--- src/rtl/bus_rr_interconnect.sv ---
`default_nettype none
// ============================================================================
// Module   : bus_rr_interconnect
// Purpose  : Round-robin arbiter and master/slave router for N serial masters
//            and N serial slaves. Grants are held for a whole transaction,
//            guarded by a watchdog, and out-of-range selects are aborted.
// Revision : 1.0 - initial release
// ============================================================================
module bus_rr_interconnect #(
    parameter int N_MASTERS = 4,
    parameter int N_SLAVES  = 4,
    parameter int SEL_W     = 2,
    parameter int TIMEOUT   = 1024
) (
    input  logic                         clk,
    input  logic                         reset,
    input  logic [N_MASTERS-1:0]         m_request,
    input  logic [N_MASTERS*SEL_W-1:0]   m_slave_sel,
    input  logic [N_MASTERS-1:0]         m_ready,
    input  logic [N_MASTERS-1:0]         m_valid,
    input  logic [N_MASTERS-1:0]         m_write_en,
    input  logic [N_MASTERS-1:0]         m_read_en,
    input  logic [N_MASTERS-1:0]         m_data,
    input  logic [N_MASTERS-1:0]         m_done,
    output logic [N_MASTERS-1:0]         m_grant,
    output logic [N_MASTERS-1:0]         m_abort,
    output logic [N_MASTERS-1:0]         m_s_valid,
    output logic [N_MASTERS-1:0]         m_s_ready,
    output logic [N_MASTERS-1:0]         m_s_data,
    output logic [N_SLAVES-1:0]          s_ready,
    output logic [N_SLAVES-1:0]          s_valid,
    output logic [N_SLAVES-1:0]          s_write_en,
    output logic [N_SLAVES-1:0]          s_read_en,
    output logic [N_SLAVES-1:0]          s_data,
    output logic [N_SLAVES-1:0]          s_done,
    input  logic [N_SLAVES-1:0]          s_valid_in,
    input  logic [N_SLAVES-1:0]          s_ready_in,
    input  logic [N_SLAVES-1:0]          s_data_in,
    output logic                         busy
);

    localparam int OW = $clog2(N_MASTERS);
    localparam int TW = $clog2(TIMEOUT);

    localparam logic [1:0] S_IDLE    = 2'd0;
    localparam logic [1:0] S_GRANTED = 2'd1;
    localparam logic [1:0] S_RELEASE = 2'd2;

    logic [1:0]           r_state;
    logic [N_MASTERS-1:0] r_grant;
    logic [N_MASTERS-1:0] r_abort;
    logic [OW-1:0]        r_ptr;
    logic [TW-1:0]        r_timer;
    logic [OW-1:0]        r_owner;
    logic [SEL_W-1:0]     r_sel;

    logic [1:0]           w_state_nx;
    logic [N_MASTERS-1:0] w_grant_nx;
    logic [N_MASTERS-1:0] w_abort_nx;
    logic [OW-1:0]        w_ptr_nx;
    logic [TW-1:0]        w_timer_nx;
    logic [OW-1:0]        w_owner_nx;
    logic [SEL_W-1:0]     w_sel_nx;

    logic [SEL_W-1:0]     w_sel_arr [N_MASTERS];
    logic                 w_found;
    logic [OW-1:0]        w_win;
    logic [OW-1:0]        w_idx;
    logic [SEL_W-1:0]     w_win_sel;
    logic                 w_win_valid;
    logic                 w_owner_end;
    logic                 w_route_en;

    // Split the packed select bus into one field per master
    generate
        for (genvar gi = 0; gi < N_MASTERS; gi++) begin : g_sel
            assign w_sel_arr[gi] = m_slave_sel[gi*SEL_W +: SEL_W];
        end
    endgenerate

    // Round-robin search: first requester after the pointer, wrapping around
    always_comb begin
        w_found = 1'b0;
        w_win   = '0;
        w_idx   = '0;
        for (int k = 1; k <= N_MASTERS; k++) begin
            w_idx = OW'((int'(r_ptr) + k) % N_MASTERS);
            if (!w_found && m_request[w_idx]) begin
                w_found = 1'b1;
                w_win   = w_idx;
            end
        end
    end

    assign w_win_sel   = w_sel_arr[w_win];
    assign w_win_valid = (int'(w_win_sel) < N_SLAVES);
    assign w_owner_end = m_done[r_owner] || !m_request[r_owner];

    // Next-state and next-register computation
    always_comb begin
        w_state_nx = r_state;
        w_grant_nx = r_grant;
        w_abort_nx = '0;
        w_ptr_nx   = r_ptr;
        w_timer_nx = r_timer;
        w_owner_nx = r_owner;
        w_sel_nx   = r_sel;
        case (r_state)
            S_GRANTED: begin
                w_timer_nx = r_timer + 1'b1;
                // Normal completion takes precedence over the watchdog
                if (w_owner_end) begin
                    w_state_nx = S_RELEASE;
                    w_grant_nx = '0;
                end else if (r_timer == TW'(TIMEOUT - 1)) begin
                    w_state_nx          = S_RELEASE;
                    w_grant_nx          = '0;
                    w_abort_nx[r_owner] = 1'b1;
                end
            end
            default: begin
                // IDLE and the RELEASE turnaround both arbitrate
                w_state_nx = S_IDLE;
                w_grant_nx = '0;
                if (w_found) begin
                    w_ptr_nx = w_win;
                    if (w_win_valid) begin
                        w_state_nx        = S_GRANTED;
                        w_grant_nx[w_win] = 1'b1;
                        w_timer_nx        = '0;
                        w_owner_nx        = w_win;
                        w_sel_nx          = w_win_sel;
                    end else begin
                        w_abort_nx[w_win] = 1'b1;
                    end
                end
            end
        endcase
    end

    // State and control registers with synchronous reset
    always_ff @(posedge clk) begin
        if (reset) begin
            r_state <= S_IDLE;
            r_grant <= '0;
            r_abort <= '0;
            r_ptr   <= OW'(N_MASTERS - 1);
            r_timer <= '0;
            r_owner <= '0;
            r_sel   <= '0;
        end else begin
            r_state <= w_state_nx;
            r_grant <= w_grant_nx;
            r_abort <= w_abort_nx;
            r_ptr   <= w_ptr_nx;
            r_timer <= w_timer_nx;
            r_owner <= w_owner_nx;
            r_sel   <= w_sel_nx;
        end
    end

    assign m_grant    = r_grant;
    assign m_abort    = r_abort;
    assign busy       = (r_state != S_IDLE);
    assign w_route_en = (r_state == S_GRANTED) && !reset;

    // Routing between the owner and its latched slave; everything else is 0
    always_comb begin
        s_ready    = '0;
        s_valid    = '0;
        s_write_en = '0;
        s_read_en  = '0;
        s_data     = '0;
        s_done     = '0;
        m_s_valid  = '0;
        m_s_ready  = '0;
        m_s_data   = '0;
        if (w_route_en) begin
            for (int j = 0; j < N_SLAVES; j++) begin
                if (r_sel == SEL_W'(j)) begin
                    s_ready[j]         = m_ready[r_owner];
                    s_valid[j]         = m_valid[r_owner];
                    s_write_en[j]      = m_write_en[r_owner];
                    s_read_en[j]       = m_read_en[r_owner];
                    s_data[j]          = m_data[r_owner];
                    s_done[j]          = m_done[r_owner];
                    m_s_valid[r_owner] = s_valid_in[j];
                    m_s_ready[r_owner] = s_ready_in[j];
                    m_s_data[r_owner]  = s_data_in[j];
                end
            end
        end
    end

endmodule
`default_nettype wire

--- config.mk ---
export PLATFORM = sky130hd
export DESIGN_NAME = bus_rr_interconnect
export DESIGN_NICKNAME = d
export VERILOG_FILES = /design/src/rtl/bus_rr_interconnect.sv
export SDC_FILE = /design/constraint.sdc
export NUM_CORES = 1
export LEC_CHECK = 0
export BUFFER_PORTS_ARGS = -buffer_cell sky130_fd_sc_hd__buf_2
export CELL_PAD_IN_SITES_DETAIL_PLACEMENT = 1
export CELL_PAD_IN_SITES_GLOBAL_PLACEMENT = 1
export CORE_MARGIN = 2
export CORE_UTILIZATION = 34
export CTS_CLUSTER_DIAMETER = 120
export DETAILED_ROUTE_END_ITERATION = 10
export PLACE_DENSITY = 0.88
export REMOVE_ABC_BUFFERS = 1
export SLEW_MARGIN = 20
export SYNTH_ARGS = -nofsm -noshare
export SYNTH_HDL_FRONTEND = slang
export SYNTH_SLANG_ARGS = --single-unit
--- constraint.sdc ---
create_clock -name clk -period 3.4 [get_ports clk]
set_input_delay 1.02 -clock clk [delete_from_list [all_inputs] [get_ports clk]]
set_output_delay 1.02 -clock clk [all_outputs]
set_load 0.01 [all_outputs]
**Word-level counts from Yosys, hierarchy flattened**

Index checks and enable logic that the tools add are counted.

- Bits in registers: 26
- Output and inout bits: 45

- Add/subtract/negate cells: 5
- $lt $le $gt $ge: 9
- Equal/unequal tests: 6
- Multiplexer cells: 110
- Bitwise operators: 6
- Reductions and logical operators: 17

Operator list:

| operator | number |
|---|---|
| $mux W4 | 34 |
| $mux W1 | 42 |
| $bwmux W4 | 9 |
| $bmux W1 S2 | 11 |
| $mux W10 | 2 |
| $lt A2 B3 Y1 const B | 6 |
| $mux W2 | 9 |
| $and A4 B4 Y4 | 3 |
| $add A10 B1 Y10 const B | 1 |
| $eq A10 B10 Y1 const B | 1 |
| $logic_and A1 B1 Y1 | 6 |
| $logic_not A1 Y1 | 5 |
| $add A2 B1 Y2 const B | 2 |
| $add A2 B2 Y2 const B | 2 |
| $bmux W2 S2 | 1 |
| $demux W1 S2 | 2 |
| $eq A2 B1 Y1 const B | 2 |
| $eq A2 B2 Y1 const B | 2 |
| $ge A2 B1 Y1 const B | 2 |
| $reduce_bool A2 Y1 | 2 |
| $reduce_or A4 Y1 | 1 |
| $ge A3 B3 Y1 const B | 1 |
| $ne A3 B3 Y1 const B | 1 |
| $not A2 Y3 | 1 |
| other kinds (4) | 5 |

**Longest topological paths before layout**

- Word-level depth: 19
- Gate-level depth with buffers: 6

**Least setup slack after synthesis**

No wires, ideal clock.

- Kind: input to output
- From: input port reset
- To: output port s_data[0]
- Data arrival time: 1.954 ns
- Path slack: 0.426 ns
- Stages: 5
- Cells stage by stage: clkbuf_1 > nand2b_1 > clkbuf_1 > nor3_1 > and2_1

- Cells in the longest elaborated chain, start to end: 3

Ends and longest elaborated chain:

| item | line | source |
|---|---|---|
| start, declared | 16 | `input logic reset,` |
| $logic_not A1 Y1 | 165 | `assign w_route_en = (r_state == S_GRANTED) && !reset;` |
| $logic_and A1 B1 Y1 | 165 |  |
| $mux W4 | 178 | `if (w_route_en) begin` |
| end, declared | 34 | `output logic [N_SLAVES-1:0] s_data,` |

No other way between the ends.

**Worst setup path in the final report**

- From: input port reset
- To: output port s_data[1]

Same word-level chain as after synthesis.

==> impl_results.md <==
- Max VDD drop: around 0.00021 V
- Syn. warnings: 0
- CP dominant cell by count: buf_2
- Lkg Pwr: 1.11 nW
- Multi-input logic area: between 1000 and 1500 sq um
- Fmax achieved: about 0.31 GHz
- Worst-Skew Late Latency: 0.27 ns
- Mean Syn Cell Area: 8.67 sq um
- Layout area overhead: 32.1%
- Die area: 5740 sq um
- Min-delay worst type: reg2reg
- Clk_skew: 0.00170 ns
- Critical Path RT: between 2 and 2.5 ns
- Final Hold Fails: 0
- H-tree depth: 1
- CTS clk-pin slew, worst paths: approximately 0.08 ns
- Sequential element share of the synthesized area: between 20% and 30%
- Clock sinks: 26
- GRT Util Overall: around a fifth
- Top-area cell type share of the netlist area: between 20 and 30%
- Main synth FF type: dfxtp_1
- HPWL Detailed: between 4000 and 5000 um
- Total grt overflow: 0
- Via/cell ratio: around 5.3
- Synth area leaders: dfxtp_1 30%, mux4_2 12%, and2_1 8.6%
- Die Ht: around 76 um
- Longest Clk Path Bufs: 2
- Die width: around 76 um
- Iter 0 DRT Violations: ~120
- Power Density: 340 nW/um^2
- Register area: approximately 520 sq um
- Crit-path max FO: 8
- Synth area leader: dfxtp_1
- Antenna-violating nets left: 0
- Detailed Route WL: about 5800 um
- # Max-Cap Violations: 0
- Final cell utilization of the core: a little under half
- Critical Path Source Type: primary input
- I/O pins: 95
- Slew headroom: a little over half
- Synth Instances: between 200 and 250
- Ys async rst share: 0%
- Pin count of the biggest net entering global routing: 27
- Std cell rows: 26
- Run status: completed
- Fillers: about 640
- CTS Buf Count: 3
- Final period util: 94.2%
- Layout cells sized above 1: roughly two fifths
- RD Place Congestion: 0.802
- Core area: between 5000 and 6000 sq um
- DR pass1 iterations: 4
- #FFs+latches synth: 26
- Data arrival, critical path: approximately 2.2 ns
- CTS resizes: 0
- Fin crit period: 3.20 ns
- Starting Density: between 30% and 40%
- Vias in the first global route: ~1700
- DR WL/cell: between 15 and 20 um
- Setup_tns: 0 ns
- CTS tree: built
- Netlist cell types: 47
- Worst slew pin tran: 0.681 ns
- CP Capture Type: output port
- Hold_buf cts: 0
- Final nets: between 300 and 400
- Input/output buffers: 94
- Routed vias: ~1900
- Final setup fails: 0
- CP max-delay cell: nor2_1
- Crit Path Category: in2out
- Max Slew Vio Count: 0
- Post-Layout Inst Area: 2310 sq um
- Worst path max stage delay: approximately 0.38 ns
- DP Worst Slack: about 0.25 ns
- Setup Buffers After CTS: 0
- Unrepaired setup endpoints after global routing: no
- Root Buffer: clkbuf_8
- Critical-path cell list: buf_2 > nand2b_1 > nor2_1 > and3_1 > buf_2
- Synthesized area: around 1800 sq um
- Post-DP Area: 2270 sq um
- Initial antenna violation count: 0
- DR DRC count: 0
- Post-synth EDFFs: 0
- Ant diodes: 0
- Setup ws final: roughly 0.2 ns
- Global-route wire length before repair: around 8600 um
metrics by stage:
step,power [mW],hold slack (ns),std cells
after floorplan,0.510,0.460,189
after global placement,0.610,0.456,357
after detailed placement,0.620,0.468,357
after CTS,0.793,0.483,360
after global routing,0.835,0.508,360
final,0.787,0.475,360
metal layers:
metal	vias up	part of all wire (%)	global-route usage, %
met5	-	0	0
met4	0	0.39	2.53
met3	4	2.8	3.44
met2	38	52	31.0
met1	941	44	28.3
li1	907	-	-
cells in the mapped netlist (all sizes together), types with 2 or more instances:
library cell / count
nand2: 15
o221ai: 2
and2: 24
o211ai: 2
nor3: 8
mux4: 10
or4: 2
dfxtp: 26
nand3: 4
mux2i: 5
o21ai: 5
a21oi: 7
o22ai: 3
nor4b: 3
nand3b: 5
o31a: 2
nor2: 23
nor2b: 4
inv: 2
buf: 5
nand2b: 10
nand4: 3
clkbuf: 8
and3: 8
nor3b: 2
worst max-delay path: cells and delay by family:
kind | cells | cell delay [ns]
buffers and inverters | 2 | 0.28
AND/OR/NAND/NOR | 3 | 0.89
report_power, final:
part / internal (mW) / switching (mW)
Combinational: 0.123 / 0.129
Clock: 0.0794 / 0.0932
Sequential: 0.323 / 0.0386
sequential cells by signal (all words and copies together) (netlist names):
signal,count
r_state,2
m_abort,4
r_sel,2
r_ptr,2
m_grant,4
r_timer,10
r_owner,2
placed cells by master (no fill, tap or decap), types with 4 or more instances in the layout:
cell type	n
mux4_2	9
nor2b_1	4
nand2_1	13
nor3_1	7
buf_2	94
nand3b_1	5
nor2_1	22
a21oi_1	7
dfxtp_1	26
nand2b_1	10
and2_1	24
buf_4	4
nand3_1	4
mux2i_1	5
and3_1	8
worst paths after layout:
kind / start / end / slack (ns) / depth (start not counted)
worst max-delay path: reset / s_data[1] / 0.20 / 5
worst min-delay path: m_grant[0] / m_grant[0] / 0.48 / 2
worst max register to register: r_owner[1] / m_grant[1] / 1.41 / 4
worst min register to register: m_grant[0] / m_grant[0] / 0.48 / 2
cell type report:
| type | instances | area share, % |
|---|---|---|
| Multi-Input combinational cell | 161 | 50.0 |
| Sequential cell | 26 | 22.5 |
| Timing Repair Buffer | 98 | 21.6 |
| Tap cell | 70 | 3.79 |
| Clock buffer | 3 | 1.78 |
| Inverter | 2 | 0.324 |
cell families after synthesis:
logic type	synth area share (%)
compound gates	10.1
xor+xnor	1.00
fa+ha+maj	0.714
buf+inv	4.29
flops	29.7
mux	16.8
simple gates	37.4
(Power assumes the default switching activity.)
